--- config.mk ---
export PLATFORM = sky130hd
export DESIGN_NAME = alu_mc
export DESIGN_NICKNAME = d
export VERILOG_FILES = /design/src/rtl/alu_mc.sv
export SDC_FILE = /design/constraint.sdc
export NUM_CORES = 1
export LEC_CHECK = 0
export ABC_AREA = 1
export CAP_MARGIN = 20
export CORE_MARGIN = 4
export CORE_UTILIZATION = 40
export CTS_BUF_LIST = sky130_fd_sc_hd__clkbuf_8 sky130_fd_sc_hd__clkbuf_16
export CTS_CLUSTER_SIZE = 28
export DETAILED_ROUTE_END_ITERATION = 7
export GPL_ROUTABILITY_DRIVEN = 0
export PLACE_DENSITY = 0.67
export RECOVER_POWER = 50
export SYNTH_ARGS = -nofsm -noshare
export SYNTH_HDL_FRONTEND = slang
export SYNTH_SLANG_ARGS = --single-unit
--- constraint.sdc ---
create_clock -name clk -period 4 [get_ports clk]
set_clock_uncertainty 0.15 [all_clocks]
set_input_delay 0.8 -clock clk [delete_from_list [all_inputs] [get_ports clk]]
set_output_delay 0.8 -clock clk [all_outputs]
set_load 0.02 [all_outputs]
--- src/rtl/alu_mc.sv ---
// Multi-cycle ALU: single-cycle add/sub/logic/shift, iterative shift-add multiply
// and restoring divide (one bit per cycle), valid/ready on both sides.
module alu_mc #(
    parameter int WIDTH      = 32,
    parameter int FUNC_WIDTH = 5,
    parameter int SHW        = $clog2(WIDTH)
) (
    input  logic                  clk,
    input  logic                  rst,
    input  logic                  in_valid,
    output logic                  in_ready,
    input  logic [WIDTH-1:0]      a,
    input  logic [WIDTH-1:0]      b,
    input  logic                  ci,
    input  logic [FUNC_WIDTH-1:0] f,
    output logic                  out_valid,
    input  logic                  out_ready,
    output logic [WIDTH-1:0]      s,
    output logic                  co,
    output logic                  err
);

    typedef enum logic [1:0] {
        IDLE,
        BUSY,
        DONE
    } state_e;

    localparam logic [FUNC_WIDTH-1:0] F_ADD   = FUNC_WIDTH'(0);
    localparam logic [FUNC_WIDTH-1:0] F_SUB   = FUNC_WIDTH'(1);
    localparam logic [FUNC_WIDTH-1:0] F_AND   = FUNC_WIDTH'(2);
    localparam logic [FUNC_WIDTH-1:0] F_OR    = FUNC_WIDTH'(3);
    localparam logic [FUNC_WIDTH-1:0] F_XOR   = FUNC_WIDTH'(4);
    localparam logic [FUNC_WIDTH-1:0] F_SLL   = FUNC_WIDTH'(5);
    localparam logic [FUNC_WIDTH-1:0] F_SRL   = FUNC_WIDTH'(6);
    localparam logic [FUNC_WIDTH-1:0] F_SRA   = FUNC_WIDTH'(7);
    localparam logic [FUNC_WIDTH-1:0] F_MUL   = FUNC_WIDTH'(8);
    localparam logic [FUNC_WIDTH-1:0] F_MULHU = FUNC_WIDTH'(9);
    localparam logic [FUNC_WIDTH-1:0] F_DIVU  = FUNC_WIDTH'(10);
    localparam logic [FUNC_WIDTH-1:0] F_REMU  = FUNC_WIDTH'(11);

    state_e                  state_q, state_d;
    logic [WIDTH-1:0]        s_q, s_d;
    logic                    co_q, co_d;
    logic                    err_q, err_d;
    logic [FUNC_WIDTH-1:0]   op_q, op_d;
    logic [SHW-1:0]          cnt_q, cnt_d;
    logic [WIDTH-1:0]        a_q, a_d;
    logic [WIDTH-1:0]        b_q, b_d;
    logic [2*WIDTH-1:0]      prod_q, prod_d;
    logic [WIDTH-1:0]        rem_q, rem_d;
    logic [WIDTH-1:0]        quo_q, quo_d;

    logic [SHW-1:0]          shamt;
    logic [WIDTH:0]          addSum;
    logic [WIDTH:0]          subDiff;
    logic [WIDTH-1:0]        singleS;
    logic                    singleCo;
    logic                    singleErr;
    logic                    multiOp;

    logic [WIDTH:0]          mulSum;
    logic [2*WIDTH-1:0]      mulNext;
    logic [WIDTH:0]          divShift;
    logic [WIDTH:0]          divTrial;
    logic                    divFits;
    logic [WIDTH-1:0]        remNext;
    logic [WIDTH-1:0]        quoNext;
    logic                    divZero;

    assign shamt = b[SHW-1:0];

    always_comb begin
        singleS   = '0;
        singleCo  = 1'b0;
        singleErr = 1'b0;
        multiOp   = 1'b0;
        addSum    = {1'b0, a} + {1'b0, b} + {{WIDTH{1'b0}}, ci};
        subDiff   = {1'b0, a} - {1'b0, b};
        case (f)
            F_ADD: begin
                singleS  = addSum[WIDTH-1:0];
                singleCo = addSum[WIDTH];
            end
            F_SUB: begin
                // The extra top bit of the widened difference is the borrow.
                singleS  = subDiff[WIDTH-1:0];
                singleCo = subDiff[WIDTH];
            end
            F_AND:   singleS = a & b;
            F_OR:    singleS = a | b;
            F_XOR:   singleS = a ^ b;
            F_SLL:   singleS = a << shamt;
            F_SRL:   singleS = a >> shamt;
            F_SRA:   singleS = $unsigned($signed(a) >>> shamt);
            F_MUL, F_MULHU, F_DIVU, F_REMU: multiOp = 1'b1;
            default: singleErr = 1'b1;
        endcase
    end

    // Low half of prod_q holds the remaining multiplier bits; the product
    // shifts in from the top as those bits are consumed.
    always_comb begin
        mulSum   = {1'b0, prod_q[2*WIDTH-1:WIDTH]}
                 + (prod_q[0] ? {1'b0, a_q} : {(WIDTH+1){1'b0}});
        mulNext  = {mulSum, prod_q[WIDTH-1:1]};
        divShift = {rem_q, quo_q[WIDTH-1]};
        divTrial = divShift - {1'b0, b_q};
        divFits  = !divTrial[WIDTH];
        remNext  = divFits ? divTrial[WIDTH-1:0] : divShift[WIDTH-1:0];
        quoNext  = {quo_q[WIDTH-2:0], divFits};
        divZero  = (b_q == '0);
    end

    always_comb begin
        state_d = state_q;
        s_d     = s_q;
        co_d    = co_q;
        err_d   = err_q;
        op_d    = op_q;
        cnt_d   = cnt_q;
        a_d     = a_q;
        b_d     = b_q;
        prod_d  = prod_q;
        rem_d   = rem_q;
        quo_d   = quo_q;
        case (state_q)
            IDLE: begin
                if (in_valid) begin
                    op_d = f;
                    a_d  = a;
                    b_d  = b;
                    if (multiOp) begin
                        state_d = BUSY;
                        cnt_d   = SHW'(WIDTH - 1);
                        prod_d  = {{WIDTH{1'b0}}, b};
                        rem_d   = '0;
                        quo_d   = a;
                    end else begin
                        state_d = DONE;
                        s_d     = singleS;
                        co_d    = singleCo;
                        err_d   = singleErr;
                    end
                end
            end
            BUSY: begin
                prod_d = mulNext;
                rem_d  = remNext;
                quo_d  = quoNext;
                cnt_d  = cnt_q - SHW'(1);
                if (cnt_q == '0) begin
                    state_d = DONE;
                    co_d    = 1'b0;
                    err_d   = 1'b0;
                    case (op_q)
                        F_MUL:   s_d = mulNext[WIDTH-1:0];
                        F_MULHU: s_d = mulNext[2*WIDTH-1:WIDTH];
                        F_DIVU: begin
                            s_d   = divZero ? '1 : quoNext;
                            err_d = divZero;
                        end
                        default: begin
                            s_d   = divZero ? a_q : remNext;
                            err_d = divZero;
                        end
                    endcase
                end
            end
            DONE: begin
                if (out_ready) begin
                    state_d = IDLE;
                end
            end
            default: state_d = IDLE;
        endcase
    end

    always_ff @(posedge clk) begin
        if (rst) begin
            state_q <= IDLE;
            s_q     <= '0;
            co_q    <= 1'b0;
            err_q   <= 1'b0;
            op_q    <= '0;
            cnt_q   <= '0;
            a_q     <= '0;
            b_q     <= '0;
            prod_q  <= '0;
            rem_q   <= '0;
            quo_q   <= '0;
        end else begin
            state_q <= state_d;
            s_q     <= s_d;
            co_q    <= co_d;
            err_q   <= err_d;
            op_q    <= op_d;
            cnt_q   <= cnt_d;
            a_q     <= a_d;
            b_q     <= b_d;
            prod_q  <= prod_d;
            rem_q   <= rem_d;
            quo_q   <= quo_d;
        end
    end

    assign in_ready  = (state_q == IDLE);
    assign out_valid = (state_q == DONE);
    assign s         = s_q;
    assign co        = co_q;
    assign err       = err_q;

endmodule

* Word-level counts from Yosys, hierarchy flattened
Index checks and enable logic that the tools add are counted.
** Word-level totals
- Register bits after elaboration :: 238
- Input bits :: 74
- Output and inout port bits :: 36
** Operators by class
- $add $sub $neg :: 6
- Eq/ne operators :: 21
- Shift-type cells :: 3
- Multiplexer cells :: 39
- Bitwise gates (word level) :: 3
- Reductions and logical operators :: 13
** Operators by type and width (number)
- 32-bit two-way mux :: 11
- 32-bit case mux with 8 select lines :: 1
- 32-bit case mux with 2 select lines :: 3
- 64-bit two-way mux :: 2
- 64-bit case mux with 2 select lines :: 1
- 32-bit case mux with 3 select lines :: 1
- 32-bit by 32-bit adder with 33-bit output :: 2
- 5-bit by 4-bit == test with 1-bit output (second input constant) :: 7
- 33-bit by 1-bit adder with 33-bit output :: 1
- 32-bit by 32-bit subtractor with 33-bit output :: 1
- 33-bit by 32-bit subtractor with 33-bit output :: 1
- 32-bit AND :: 1
- 32-bit logical NOT :: 1
- 32-bit bitwise OR :: 1
- 32-bit by 5-bit left shift with 32-bit output :: 1
- 32-bit by 5-bit right shift with 32-bit output :: 1
- 32-bit by 5-bit >>> shifter with 32-bit output :: 1
- 32-bit XOR :: 1
- 5-bit by 3-bit == test with 1-bit output (second input constant) :: 4
- 12-bit OR reduction :: 1
- 5-bit by 2-bit == test with 1-bit output (second input constant) :: 2
- 5-bit logical NOT :: 2
- 5-bit two-way mux :: 2
- 5-bit case mux with 2 select lines :: 1
- other kinds (18) :: 35

* Depth between registers and ports, before layout
- Word-level depth :: 6
- Gate-level depth with buffers :: 22
- Mapped depth without buffers :: 21

* Least setup slack after synthesis
OpenSTA, ideal clock, no wires.
- Path type :: input-to-reg
- Start :: input port b[4]
- End :: register s_q[16] (netlist: s[16])
- Library setup time :: 119 ps
- Data arrival time :: 3144 ps
- Slack :: 587 ps
- Stages on the path :: 17
- Buffers on the path :: 3
- Path through :: buf_2 > clkinv_1 > clkbuf_1 > buf_1 > ha_1 > nor2_1 > nand3_1 > nand3_1 > nand2_1 > nand2_1 > nand3_1 > nand2_1 > nand2_1 > nand3_1 > nand3_1 > a21oi_1 > a21oi_1
** Between the ends
- Word-level cells in the longest chain between the ends :: 6
- Elaborated cells between the ends (all ways) :: 10
- Classes of those cells :: add/sub (3); shift (3); mux (4)
** Ends and longest elaborated chain
- start, declared :: RTL line 13 : input logic [WIDTH-1:0] b,
- 32-bit by 32-bit adder with 33-bit output :: RTL line 78 : addSum = {1'b0, a} + {1'b0, b} + {{WIDTH{1'b0}}, ci};
- 33-bit by 1-bit adder with 33-bit output :: RTL line 78
- 32-bit case mux with 8 select lines (*) :: RTL line 80 : case (f)
- 32-bit two-way mux (*) :: RTL line 133 : if (multiOp) begin
- 32-bit two-way mux (*) :: RTL line 129 : if (in_valid) begin
- 32-bit case mux with 2 select lines (*) :: RTL line 127 : case (state_q)
- end signal, assigned :: RTL line 182 : s_q <= '0;
- end signal, assigned :: RTL line 194 : s_q <= s_d;
- end, declared :: RTL line 43 : logic [WIDTH-1:0] s_q, s_d;
Every way passes the cells marked *; elsewhere a longest branch is shown, timed or not. The select of a mux whose other input is x is not followed.
A chain may end at the register's enable or synchronous reset.

* Final worst setup path
- Start :: input port b[20]
- End :: register s_q[21] (netlist: s[21])
The elaborated chain is that of the path after synthesis.

==> metrics.yaml <==
status: "finished with violations"
violations: "max-capacitance violations, max-slew violations"
rsz0062_at_grt: "false"
cp_max_fo: 10
die_y_um: 262
finalInstanceArea_sq_um: 29100
clk_latency_ns: 0.60
antenna_found_initial: 4
die_w_um: 262
leakage_nw: 14.6
die-area_sq_um: 68500
critical_path.top_delay_family: "simple AND/OR/NAND/NOR gates"
slew_headroom: -0.356
dp_slack_ns: -0.128
drv_slew: 140
clkSlewWorstSetupHoldPaths_ns: 0.06
critPathRequiredTime_ns: 4.32
syn2layout_area_growth_pct: 13.1
grt_pass1_wl_um: 178000
worstHoldStart: "cnt_q[0]"
pwr-share-clk: 0.348
whs_endpoint: "cnt_q[0]"
routed_wl_um: 120000
synth.top_cells.by_count: "nand2_1, inv_1, nand3_1"
yosysMostFrequentCell: "nand2_1"
ctsResizeCount: 0
drc_errors: 0
regToRegSetupSlack_ns: 0.35
synth.largest_area_cell: "nand2_1"
tns_ns: 0
maxCapViolCount: 2
max_freq_ghz: 0.262
setup_viol: 0
p_seq_frac: 0.324
r2r.worst_path.cells: 20
start_util: 0.406
io_pins: 110
fin_ws_ns: 0.185
num-fill-cells: 6861
r2r_start: "quo_q[31]"
synth_edf_count: 0
switchingPower_mw: 3.27
synth.net_count: 4922
power-per-cell-area_nw_per_um2: 283
cp_common_cell: "nand3_1"
path_buf_inv: 2
num_rows: 92
synth_cell_type_count: 51
cts_setup_buffers: 0
grt_max_degree: 138
cts.path.max_buffers: 3
p_total_mw: 8.23
ir_drop_mv: 0.330
ys_seq_elements: 238
multi_input_area_sq_um: 17900
initialDrtViolationCount: 4762
seq_area_frac_synth: 0.185
max_stage_delay_ns: 0.79
critPathKind: "in2reg"
track_usage: 0.338
root_buffer: "clkbuf_16"
core_area_sq_um: 63400
wire_per_inst_um: 21.5
synth_async_sr_flop_share: 0
period_share: 0.954
seq_area_sq_um: 4760
clkSinkCount: 238
hold_path_class: "reg2reg"
cp.arrival_ns: 4.13
synth_top_area_frac: 0.237
crit_path_end_kind: "flop"
num_vias: 32342
cts_tree: "done"
postRouteAntennaNets: 0
avgSynthCellArea_sq_um: 5.52
grt_pass1_vias: 28863
globalRouteOverflowTotal: 0
internal_power_mw: 4.96
switching_share: 0.397
reg2reg_to: "s[28]"
postCtsHoldBufs: 0
power_frac_comb: 0.328
cts-htree-levels: 1
syn_inst: 4664
cts_buffers: 29
final-hold-violation-count: 0
syn_area_sq_um: 25700
layout-drive-gt1-share: 0.0541
nets: 4987
via_per_inst: 5.78
hold_depth: 1
cp-start-kind: "input port"
cp_cell_sequence: "clkdlybuf4s50_1 -> inv_1 -> ha_1 -> nor2_1 -> nand2_1 -> nor2_1 -> nand3_1 -> nand3_1 -> nand2_1 -> nand3_1 -> nand4_1 -> a21oi_1 -> a21oi_1"
first_pass_iters: 7
post-route-min-period_ns: 3.82
synth_top_cells_by_area: "nand2_1, dfxtp_1, nand3_1"
yosys_warnings: 0
dpl_cell_area_sq_um: 28100
yosys_most_used_dff: "dfxtp_1"
worst_pin_slew_ns: 2.03
portBuffers: 109
timing.critical_path.slowest_stage_cell: "clkdlybuf4s50_1"
hpwl_um: 95800
-- area by class of cell --
| cell class | count | share of cell area |
|---|---|---|
| diodes | 3 | 0.000258 |
| repair buffers | 242 | 0.0758 |
| clock inverters | 24 | 0.00886 |
| inverters | 582 | 0.0752 |
| clock buffers | 29 | 0.0249 |
| multi-input cells | 3636 | 0.615 |
| well taps | 846 | 0.0364 |
| flip-flops and latches | 238 | 0.164 |
-- worst max-delay path by stage --
| stage | from | slack [ns] | end | cells after the start |
|---|---|---|---|---|
| floorplan | b[4] | 0.59 | s[16] | 17 |
| global placement | b[18] | -0.16 | s[20] | 14 |
| detailed placement | b[20] | -0.13 | s[21] | 13 |
| CTS | quo_q[31] | 0.43 | s[28] | 20 |
| global route | quo_q[31] | 0.17 | s[2] | 20 |
| finish | b[20] | 0.18 | s[21] | 13 |
-- placed cells by master, fill, tap and decap left out, types with 17 or more instances in the layout --
| cell | synthesis | final |
|---|---|---|
| nand2_1 | 1628 | 1628 |
| inv_1 | 555 | 562 |
| nand3_1 | 528 | 528 |
| a21oi_1 | 379 | 379 |
| nor2_1 | 325 | 325 |
| dfxtp_1 | 238 | 238 |
| o21ai_0 | 200 | 200 |
| ha_1 | 179 | 179 |
| buf_4 | 5 | 117 |
| a31oi_1 | 71 | 71 |
| clkdlybuf4s50_1 | 0 | 67 |
| nand4_1 | 60 | 60 |
| dlygate4sd3_1 | 0 | 38 |
| o22ai_1 | 30 | 30 |
| clkbuf_16 | 0 | 29 |
| nor3_1 | 28 | 28 |
| o211ai_1 | 26 | 26 |
| inv_2 | 23 | 24 |
| xnor2_1 | 20 | 20 |
| and2_1 | 17 | 17 |
-- state kept, by name, summed over array words and instances (netlist names), 2 cells and up --
| name | count |
|---|---|
| a_q | 32 |
| b_q | 32 |
| cnt_q | 5 |
| op_q | 5 |
| prod_q | 64 |
| quo_q | 32 |
| rem_q | 32 |
| s | 32 |
| state_q | 2 |
-- per-stage QoR --
step,hold WS [ns],cells,utilization
2_1_floorplan,0.272,4664,-
3_3_place_gp,0.288,5544,0.444
3_5_place_dp,0.303,5544,0.444
4_1_cts,0.314,5597,0.459
5_1_grt,0.339,5597,0.459
6_report,0.314,5600,0.459
-- power groups by stage --
stage | Clock [mW] | Sequential [mW] | Combinational [mW]
floorplan | 0 | 2.68 | 1.58
global placement | 0 | 2.71 | 2.58
detailed placement | 0 | 2.71 | 2.60
CTS | 2.85 | 2.66 | 2.61
global route | 2.95 | 2.67 | 2.90
finish | 2.86 | 2.67 | 2.70
-- kinds of logic (layout without fill, tap and decap cells) --
family / Yosys count / after routing / share of synthesized area
xor+xnor: 26 / 26 / 0.00885
compound gates: 764 / 764 / 0.161
buf+inv: 790 / 877 / 0.120
flops: 238 / 238 / 0.185
simple gates: 2661 / 2661 / 0.434
fa+ha+maj: 184 / 184 / 0.0909
other cells: 0 / 3 / 0
mux: 1 / 1 / 0.000389
-- metal layers --
metal	wire length, um	up-vias	global-route usage
met5	11	-	0
met4	9270	2	0.192
met3	17400	477	0.118
met2	46500	2252	0.481
met1	47200	14410	0.442
li1	-	15201	-
Note: power is estimated with default switching activity, not from simulation.
